`config.mk`:
```
export PLATFORM = sky130hd
export DESIGN_NAME = serial_pattern_gen_flat
export DESIGN_NICKNAME = d
export VERILOG_FILES = /design/src/rtl/serial_pattern_gen_if.sv /design/src/rtl/serial_pattern_gen.sv /design/src/flat_wrapper.sv
export SDC_FILE = /design/constraint.sdc
export NUM_CORES = 1
export LEC_CHECK = 0
export ABC_AREA = 1
export ABC_CLOCK_PERIOD_IN_PS = 2600
export BUFFER_PORTS_ARGS = -buffer_cell sky130_fd_sc_hd__clkbuf_2
export CORE_MARGIN = 2
export CORE_UTILIZATION = 45
export DETAILED_ROUTE_END_ITERATION = 10
export GPL_ROUTABILITY_DRIVEN = 0
export HOLD_SLACK_MARGIN = 0.03
export PLACE_DENSITY = 0.65
export SLEW_MARGIN = 20
export SYNTH_ARGS = -nofsm -noshare
export SYNTH_HDL_FRONTEND = slang
export SYNTH_SLANG_ARGS = --single-unit
```
`constraint.sdc`:
```
create_clock -name Clock -period 2.6 [get_ports Clock]
set_clock_uncertainty 0.1 [all_clocks]
set_input_delay 0.26 -clock Clock [delete_from_list [all_inputs] [get_ports Clock]]
set_output_delay 0.26 -clock Clock [all_outputs]
set_load 0.02 [all_outputs]
```
`src/rtl/serial_pattern_gen_if.sv`:
```
// serial_pattern_gen_if
//   Bundles the control inputs and status outputs of serial_pattern_gen.
//   master: the stimulus side (switch logic or bench) driving Start/Stop/Repeat/Pattern/Len.
//   slave : the generator itself, driving w/Tick/Busy/Done/BitCount/CurState.
//   WIDTH must match the WIDTH of the generator it is connected to.
interface serial_pattern_gen_if #(
    parameter int WIDTH = 8
);
    localparam int LW = $clog2(WIDTH + 1);

    logic             Start;
    logic             Stop;
    logic             Repeat;
    logic [WIDTH-1:0] Pattern;
    logic [LW-1:0]    Len;

    logic             w;
    logic             Tick;
    logic             Busy;
    logic             Done;
    logic [LW-1:0]    BitCount;
    logic [1:0]       CurState;

    modport master (
        output Start, Stop, Repeat, Pattern, Len,
        input  w, Tick, Busy, Done, BitCount, CurState
    );

    modport slave (
        input  Start, Stop, Repeat, Pattern, Len,
        output w, Tick, Busy, Done, BitCount, CurState
    );
endinterface

```
`src/rtl/serial_pattern_gen.sv`:
```
// serial_pattern_gen
//   Loads a parallel pattern and shifts it out MSB first on the single-bit w, holding
//   each bit DIV clocks. Tick marks the first cycle of each new bit. With Repeat latched
//   at Start the pattern loops back-to-back until Stop.
// Ports
//   Clock   : single clock, all state on posedge
//   Reset   : synchronous, active-high; overrides everything
//   bus     : serial_pattern_gen_if.slave
//             in : Start, Stop, Repeat, Pattern[WIDTH], Len[$clog2(WIDTH+1)]
//             out: w, Tick, Busy, Done, BitCount, CurState (IDLE=0, SHIFT=1, DONE=2)
//   All outputs are registered; none depends combinationally on inputs.
module serial_pattern_gen #(
    parameter int WIDTH    = 8,
    parameter int DIV      = 1,
    parameter bit IDLE_BIT = 1'b0
) (
    input  logic               Clock,
    input  logic               Reset,
    serial_pattern_gen_if.slave bus
);
    localparam int LW = $clog2(WIDTH + 1);
    localparam int DW = (DIV > 1) ? $clog2(DIV) : 1;

    typedef enum logic [1:0] {
        IDLE  = 2'd0,
        SHIFT = 2'd1,
        DONE  = 2'd2
    } state_t;

    state_t           state;
    logic [WIDTH-1:0] shreg;
    logic [WIDTH-1:0] pat_q;    // aligned pattern kept for Repeat reloads
    logic [LW-1:0]    len_q;
    logic             rpt_q;
    logic [DW-1:0]    div_cnt;

    logic [LW-1:0]    len_clip;
    logic [WIDTH-1:0] pat_aligned;
    logic             bit_end;
    logic [LW-1:0]    bc_next;
    logic             last_bit;

    always_comb begin
        len_clip    = (bus.Len > LW'(WIDTH)) ? LW'(WIDTH) : bus.Len;
        // left-justify so the first bit to send sits at the shift register MSB
        pat_aligned = bus.Pattern << (LW'(WIDTH) - len_clip);
        bit_end     = (div_cnt == DW'(DIV - 1));
        bc_next     = bus.BitCount + LW'(1);
        last_bit    = (bc_next == len_q);
    end

    assign bus.CurState = state;

    always_ff @(posedge Clock) begin
        if (Reset) begin
            state        <= IDLE;
            shreg        <= '0;
            pat_q        <= '0;
            len_q        <= '0;
            rpt_q        <= 1'b0;
            div_cnt      <= '0;
            bus.w        <= IDLE_BIT;
            bus.Tick     <= 1'b0;
            bus.Busy     <= 1'b0;
            bus.Done     <= 1'b0;
            bus.BitCount <= '0;
        end else begin
            case (state)
                IDLE: begin
                    bus.Tick <= 1'b0;
                    bus.Done <= 1'b0;
                    // Len==0 or a simultaneous Stop is a no-op request
                    if (bus.Start && !bus.Stop && bus.Len != '0) begin
                        state        <= SHIFT;
                        shreg        <= pat_aligned;
                        pat_q        <= pat_aligned;
                        len_q        <= len_clip;
                        rpt_q        <= bus.Repeat;
                        div_cnt      <= '0;
                        bus.BitCount <= '0;
                        bus.w        <= pat_aligned[WIDTH-1];
                        bus.Tick     <= 1'b1;
                        bus.Busy     <= 1'b1;
                    end
                end
                SHIFT: begin
                    bus.Tick <= 1'b0;
                    div_cnt  <= bit_end ? '0 : div_cnt + DW'(1);
                    // a bit finishing on the Stop edge still counts as sent
                    if (bit_end)
                        bus.BitCount <= (last_bit && rpt_q && !bus.Stop) ? '0 : bc_next;
                    if (bus.Stop || (bit_end && last_bit && !rpt_q)) begin
                        state    <= DONE;
                        bus.w    <= IDLE_BIT;
                        bus.Busy <= 1'b0;
                        bus.Done <= 1'b1;
                    end else if (bit_end) begin
                        bus.Tick <= 1'b1;
                        if (last_bit) begin
                            // looping: restart the pattern with no gap cycle
                            shreg <= pat_q;
                            bus.w <= pat_q[WIDTH-1];
                        end else begin
                            shreg <= {shreg[WIDTH-2:0], 1'b0};
                            bus.w <= shreg[WIDTH-2];
                        end
                    end
                end
                DONE: begin
                    state    <= IDLE;
                    bus.Done <= 1'b0;
                end
                default: begin
                    state    <= IDLE;
                    bus.w    <= IDLE_BIT;
                    bus.Tick <= 1'b0;
                    bus.Busy <= 1'b0;
                    bus.Done <= 1'b0;
                end
            endcase
        end
    end
endmodule

```
`src/flat_wrapper.sv`:
```
// flat-port wrapper written by rule: the top's interface ports become plain ports
module serial_pattern_gen_flat 
#(
    parameter int WIDTH    = 8,
    parameter int DIV      = 1,
    parameter bit IDLE_BIT = 1'b0
)
  (Clock, Reset, bus_Start, bus_Stop, bus_Repeat, bus_Pattern, bus_Len, bus_w, bus_Tick, bus_Busy, bus_Done, bus_BitCount, bus_CurState);
  serial_pattern_gen_if #(.WIDTH(WIDTH)) bus_i ();
  input  logic Clock;
  input  logic Reset;
  input wire logic [$bits(bus_i.Start)-1:0] bus_Start;
  input wire logic [$bits(bus_i.Stop)-1:0] bus_Stop;
  input wire logic [$bits(bus_i.Repeat)-1:0] bus_Repeat;
  input wire logic [$bits(bus_i.Pattern)-1:0] bus_Pattern;
  input wire logic [$bits(bus_i.Len)-1:0] bus_Len;
  output wire logic [$bits(bus_i.w)-1:0] bus_w;
  output wire logic [$bits(bus_i.Tick)-1:0] bus_Tick;
  output wire logic [$bits(bus_i.Busy)-1:0] bus_Busy;
  output wire logic [$bits(bus_i.Done)-1:0] bus_Done;
  output wire logic [$bits(bus_i.BitCount)-1:0] bus_BitCount;
  output wire logic [$bits(bus_i.CurState)-1:0] bus_CurState;
  assign bus_i.Start = bus_Start;
  assign bus_i.Stop = bus_Stop;
  assign bus_i.Repeat = bus_Repeat;
  assign bus_i.Pattern = bus_Pattern;
  assign bus_i.Len = bus_Len;
  assign bus_w = bus_i.w;
  assign bus_Tick = bus_i.Tick;
  assign bus_Busy = bus_i.Busy;
  assign bus_Done = bus_i.Done;
  assign bus_BitCount = bus_i.BitCount;
  assign bus_CurState = bus_i.CurState;
  serial_pattern_gen #(.WIDTH(WIDTH), .DIV(DIV), .IDLE_BIT(IDLE_BIT)) u_core (.Clock(Clock), .Reset(Reset), .bus(bus_i));
endmodule
```
# == After elaboration in Yosys (flattened, before gate mapping) ==
# Cells that the tools add are included.
# op_classes
add_sub_neg,3
order_cmp,1
n_eq_ne,8
shifts,1
mux,28
bitwise_logic,3
n_reduce_logical,20
# op_table
operator,count
$mux W7,4
$mux W4,4
$pmux W7 S2,1
$mux W1,11
$pmux W1 S3,3
$reduce_and A3 Y1,3
$pmux W4 S2,1
$shl A8 B4 Y8,1
$logic_and A1 B1 Y1,6
$reduce_and A2 Y1,3
$add A4 B1 Y4 const B,1
$eq A4 B4 Y1,1
$gt A4 B4 Y1 const B,1
$mux W2,2
$ne A2 B1 Y1 const B,2
$ne A2 B2 Y1 const B,2
$pmux W2 S2,1
$reduce_and A4 Y1,1
$reduce_bool A4 Y1,1
$sub A4 B4 Y4 const A,1
$ne A3 B3 Y1 const B,1
$not A1 Y1,3
$eq A2 B1 Y1 const B,1
$eq A2 B2 Y1 const B,1
other kinds (7),8
# totals
reg_bits,31
in_bits,17
output_inout_bits,10
word_cells,75

# == Logic depth before layout (Yosys ltp) ==
# logic_depth
ltp_word,7
ltp_mapped,13
depth_no_buf,13

# == Least setup slack after synthesis ==
# Ideal clock, no wire load.
# synth_path
path_kind,flip-flop to flip-flop
from,reg u_core.bus.BitCount[0]
to,reg u_core.shreg[6]
setup_ps,109
arrival_ps,1726
t_required_ps,2391
slack_ps,665
stages_incl_launch_ff,12
n_path_buf,0
synth_period_minus_slack_ps,1935
path_cell_list,dfxtp_1 > ha_1 > xnor2_1 > nand2_1 > nor2_4 > nand3_4 > nand3_4 > nand2_4 > nand2_2 > nand2_1 > nand2_1 > inv_1
# synth_via
elab_chain_cells,7
elab_cells_between_ends,11
classes_between,1 x add/sub; 2 x eq/ne; 4 x mux; 4 x reduce/logical
# synth_lines
item,line_no,source
from (decl),serial_pattern_gen_if.sv:31,"output w, Tick, Busy, Done, BitCount, CurState"
from (signal assigned),serial_pattern_gen.sv:91,bus.BitCount <= (last_bit && rpt_q && !bus.Stop) ? '0 : bc_next;
$add A4 B1 Y4 (*),serial_pattern_gen.sv:48,bc_next = bus.BitCount + LW'(1);
$eq A4 B4 Y1 (*),serial_pattern_gen.sv:49,last_bit = (bc_next == len_q);
$logic_and A1 B1 Y1 (2 in series),serial_pattern_gen.sv:92,if (bus.Stop || (bit_end && last_bit && !rpt_q)) begin
$logic_or A1 B1 Y1,serial_pattern_gen.sv:92,
$ne A2 B2 Y1 (no source line),-,
$reduce_and A4 Y1 (no source line),-,
to (signal assigned),serial_pattern_gen.sv:75,shreg <= pat_aligned;
to (signal assigned),serial_pattern_gen.sv:101,shreg <= pat_q;
to (signal assigned),serial_pattern_gen.sv:104,"shreg <= {shreg[WIDTH-2:0], 1'b0};"
to (decl),serial_pattern_gen.sv:31,logic [WIDTH-1:0] shreg;
# Mark *: on every way between the ends. The rest lies on a longest branch, timed or not. The select of a mux whose other input is x is not followed.
# A chain may end at the register's enable or synchronous reset.

# == Worst setup path after layout ==
# layout_path
from,reg u_core.bus.BitCount[0]
to,reg u_core.bus.BitCount[1]
# layout_via
elab_chain_cells,7
# layout_lines
item,line_no,source
$add A4 B1 Y4 (*),serial_pattern_gen.sv:48,
$eq A4 B4 Y1,serial_pattern_gen.sv:49,
$logic_and A1 B1 Y1 (2 in series),serial_pattern_gen.sv:91,
$mux W4 (*),serial_pattern_gen.sv:91,
$mux W4 (*),serial_pattern_gen.sv:90,if (bit_end)
$pmux W4 S2 (*),serial_pattern_gen.sv:68,case (state)
# Marked as above.

==> impl_metrics.yaml <==
synthesis:
  ys_top_cells_by_area: "dfxtp_1, nand2_1, nand3_1, inv_1, a21oi_1"
  ys_ff_latch: 30
  yosysTopAreaCell: "dfxtp_1"
  netlist_area_sq_um: 1840
  yosys_warnings: 0
  yosysTopAreaCellShare_pct: 32.7
  postSynthNetCount: 297
  ys_types: 30
  seq_area_frac_synth_pct: 32.7
  synthCells: 278
  postSynthAreaPerCell_sq_um: 6.60
timing:
  post-route-min-period_ps: 2080
  hold_viol_final: 0
  relSlewSlack_pct: 62.4
  drv_slew: 0
  finalCritPeriodShare_pct: 79.9
  max_freq_mhz: 481
  rsz0062_at_grt: "false"
  fin_tns_setup_ps: 0
  finalSetupViolCount: 0
  worstMarginPinSlew_ps: 563
clocking:
  cts_buffers: 5
  cts_hold_buf: 0
  cts_tree: "yes"
  cts_buffer_depth: 2
  htreeDepth: 2
  clkSlewWorstSetupHoldPaths_ps: 60
  insertion_delay_ps: 280
  cts_resized: 0
  clock-sinks: 30
  post_cts_buffers: 0
  cts_root_buf: "clkbuf_8"
power:
  internal-power_uw: 764
  p_leak_uw: 0.000971
  power_switching_uw: 359
  pwr-share-comb_pct: 23.7
  vdd_drop_max_mv: 0.265
  clock_power_share_pct: 31.4
  power_density_nw_per_um2: 542
  power_frac_seq_pct: 45.0
  swShare_pct: 32.0
setup_path:
  cp.required_ps: 2660
  r2r_cells: 9
  crit_path_end: "u_core.bus.BitCount[1]"
  path_max_fanout: 10
  crit_type: "reg -> reg"
  crit_path_end_kind: "register"
  critPathLaunchType: "register"
  r2r_start: "u_core.bus.BitCount[0]"
  r2r-end: "u_core.bus.BitCount[1]"
  crit_arrival_ps: 2140
  crit_path_start: "u_core.bus.BitCount[0]"
  worst-r2r-setup-slack_ps: 520
routing:
  dr_total_vias: 1781
  wl_microns: 4370
  wire_per_inst_microns: 12.3
  drt-pass1-iter-count: 4
  drc: 0
  dr.first_iter.drc_count: 107
  viasPerCell: 5.02
  detail-route-antenna-nets: 0
hold_path:
  hold_path.class: "in -> reg"
  min_path_cells: 3
layout:
  fillCellCount: 421
  mostFrequentLayoutCell: "nand2_1"
  layout_common_cells: "nand2_1, inv_1, nand3_1, dfxtp_1, clkbuf_2"
  seq_area_sq_um: 601
  final_core_util_pct: 52.2
  drive_gt1_share_pct: 16.7
  multiInputGateArea_sq_um: 1040
  synthToLayoutAreaGrowth_pct: 13.0
  diodes: 0
  nets: 324
floorplanning:
  rows: 23
  core_area_sq_um: 3970
  die_w_microns: 67.9
  ioPinCount: 27
  die_area_sq_um: 4610
  initial_core_util_pct: 46.2
  die_h_microns: 67.9
grt:
  grt_use_total_pct: 21.3
  grt_overflow: 0
  grt_pass1_vias: 1679
  antenna_found_initial: 0
  grt_max_degree: 22
  grt_pass1_wl_microns: 7380
job:
  maxCapViolations: 0
placement:
  io_buffers: 26
  dpl.hpwl_microns: 3130
run_status:
  status: "finished clean"
==> cell usage after synthesis <==
library cell,count
nand2_1,69
inv_1,34
nand3_1,33
dfxtp_1,30
a21oi_1,23
o21ai_0,21
nor2_1,19
o211ai_1,5
a211oi_1,4
buf_2,4
nand4_1,4
nand2_2,3
nand2_4,3
clkbuf_1,2
clkinv_1,2
ha_1,2
inv_2,2
nand3_2,2
nand3_4,2
nand3b_1,2
nor2_2,2
o21ai_1,2
buf_6,1
clkinv_2,1
inv_4,1
nand3b_4,1
nor2_4,1
o21a_1,1
xnor2_1,1
xor2_2,1
==> through the flow <==
step / setup slack [ps] / instance area (sq um) / cells / power [uW] / hold WS, ps
4_1_cts: 508 / 2070 / 355 / 1130 / 135
5_1_grt: 332 / 2070 / 355 / 1190 / 163
6_report: 522 / 2070 / 355 / 1120 / 139
3_5_place_dp: 408 / 2000 / 348 / 778 / 343
2_1_floorplan: 665 / 1840 / 278 / 711 / 238
3_3_place_gp: 415 / 2000 / 348 / 778 / 337
==> cell families (layout without fill, tap and decap cells) <==
group | Yosys count | in the layout | share of synthesized area [%]
DFF | 30 | 30 | 32.7
adders and majority gates | 2 | 2 | 1.36
buffers and inverters | 47 | 74 | 10.5
AOI/OAI and AO/OA | 56 | 56 | 16.6
xor gates and xnor gates | 2 | 2 | 1.36
and+or+nand+nor | 141 | 141 | 37.4
==> cell type report <==
class                           instances  share of cell area, %
Sequential cell                        30                   29.0
Multi-Input combinational cell        201                   50.3
Inverter                               40                   7.42
Clock buffer                            7                   3.68
Timing Repair Buffer                   27                   6.64
Tap cell                               50                   3.02
==> sequential cells by signal, summed over array words and instances (netlist names) <==
name,cells
u_core.bus.Busy,1
u_core.bus.Tick,1
u_core.bus.CurState,2
u_core.len_q,4
u_core.bus.BitCount,4
u_core.shreg,7
u_core.bus.Done,1
u_core.rpt_q,1
u_core.pat_q,8
u_core.bus.w,1
==> critical path: stages (launching register included) <==
cell and delay [ps]:
dfxtp_1 440, ha_1 300, xnor2_1 140, nand2_1 100, nor2_4 290, nand2_4 150
inv_1 100, nand3_1 160, nand3_1 110, a21oi_1 60
==> worst min-delay path by stage <==
stage,slack (ps),to,startpoint
floorplan,240,u_core.pat_q[1],Reset
global placement,340,u_core.bus.Done,u_core.bus.Done
detailed placement,340,u_core.bus.Done,u_core.bus.Done
CTS,140,u_core.bus.CurState[1],bus_Stop
global route,160,u_core.bus.CurState[1],bus_Stop
finish,140,u_core.bus.CurState[1],bus_Stop
==> power groups by stage <==
stage	registers, uW	logic [uW]	clock network [uW]
final	505	266	352
after global routing	508	304	375
after CTS	504	266	359
after detailed placement	514	264	0
after global placement	514	264	0
after floorplan	519	192	0
==> metal layers <==
metal	part of all wire [%]	wire length, microns	global-route usage [%]	vias to the layer above
met1	47	2050	26.7	781
li1	-	-	-	961
met4	1.4	62	10.5	0
met5	0	0	0	-
met2	47	2060	34.7	32
met3	4.5	197	4.61	7
Power figures use the tool's default switching activity.
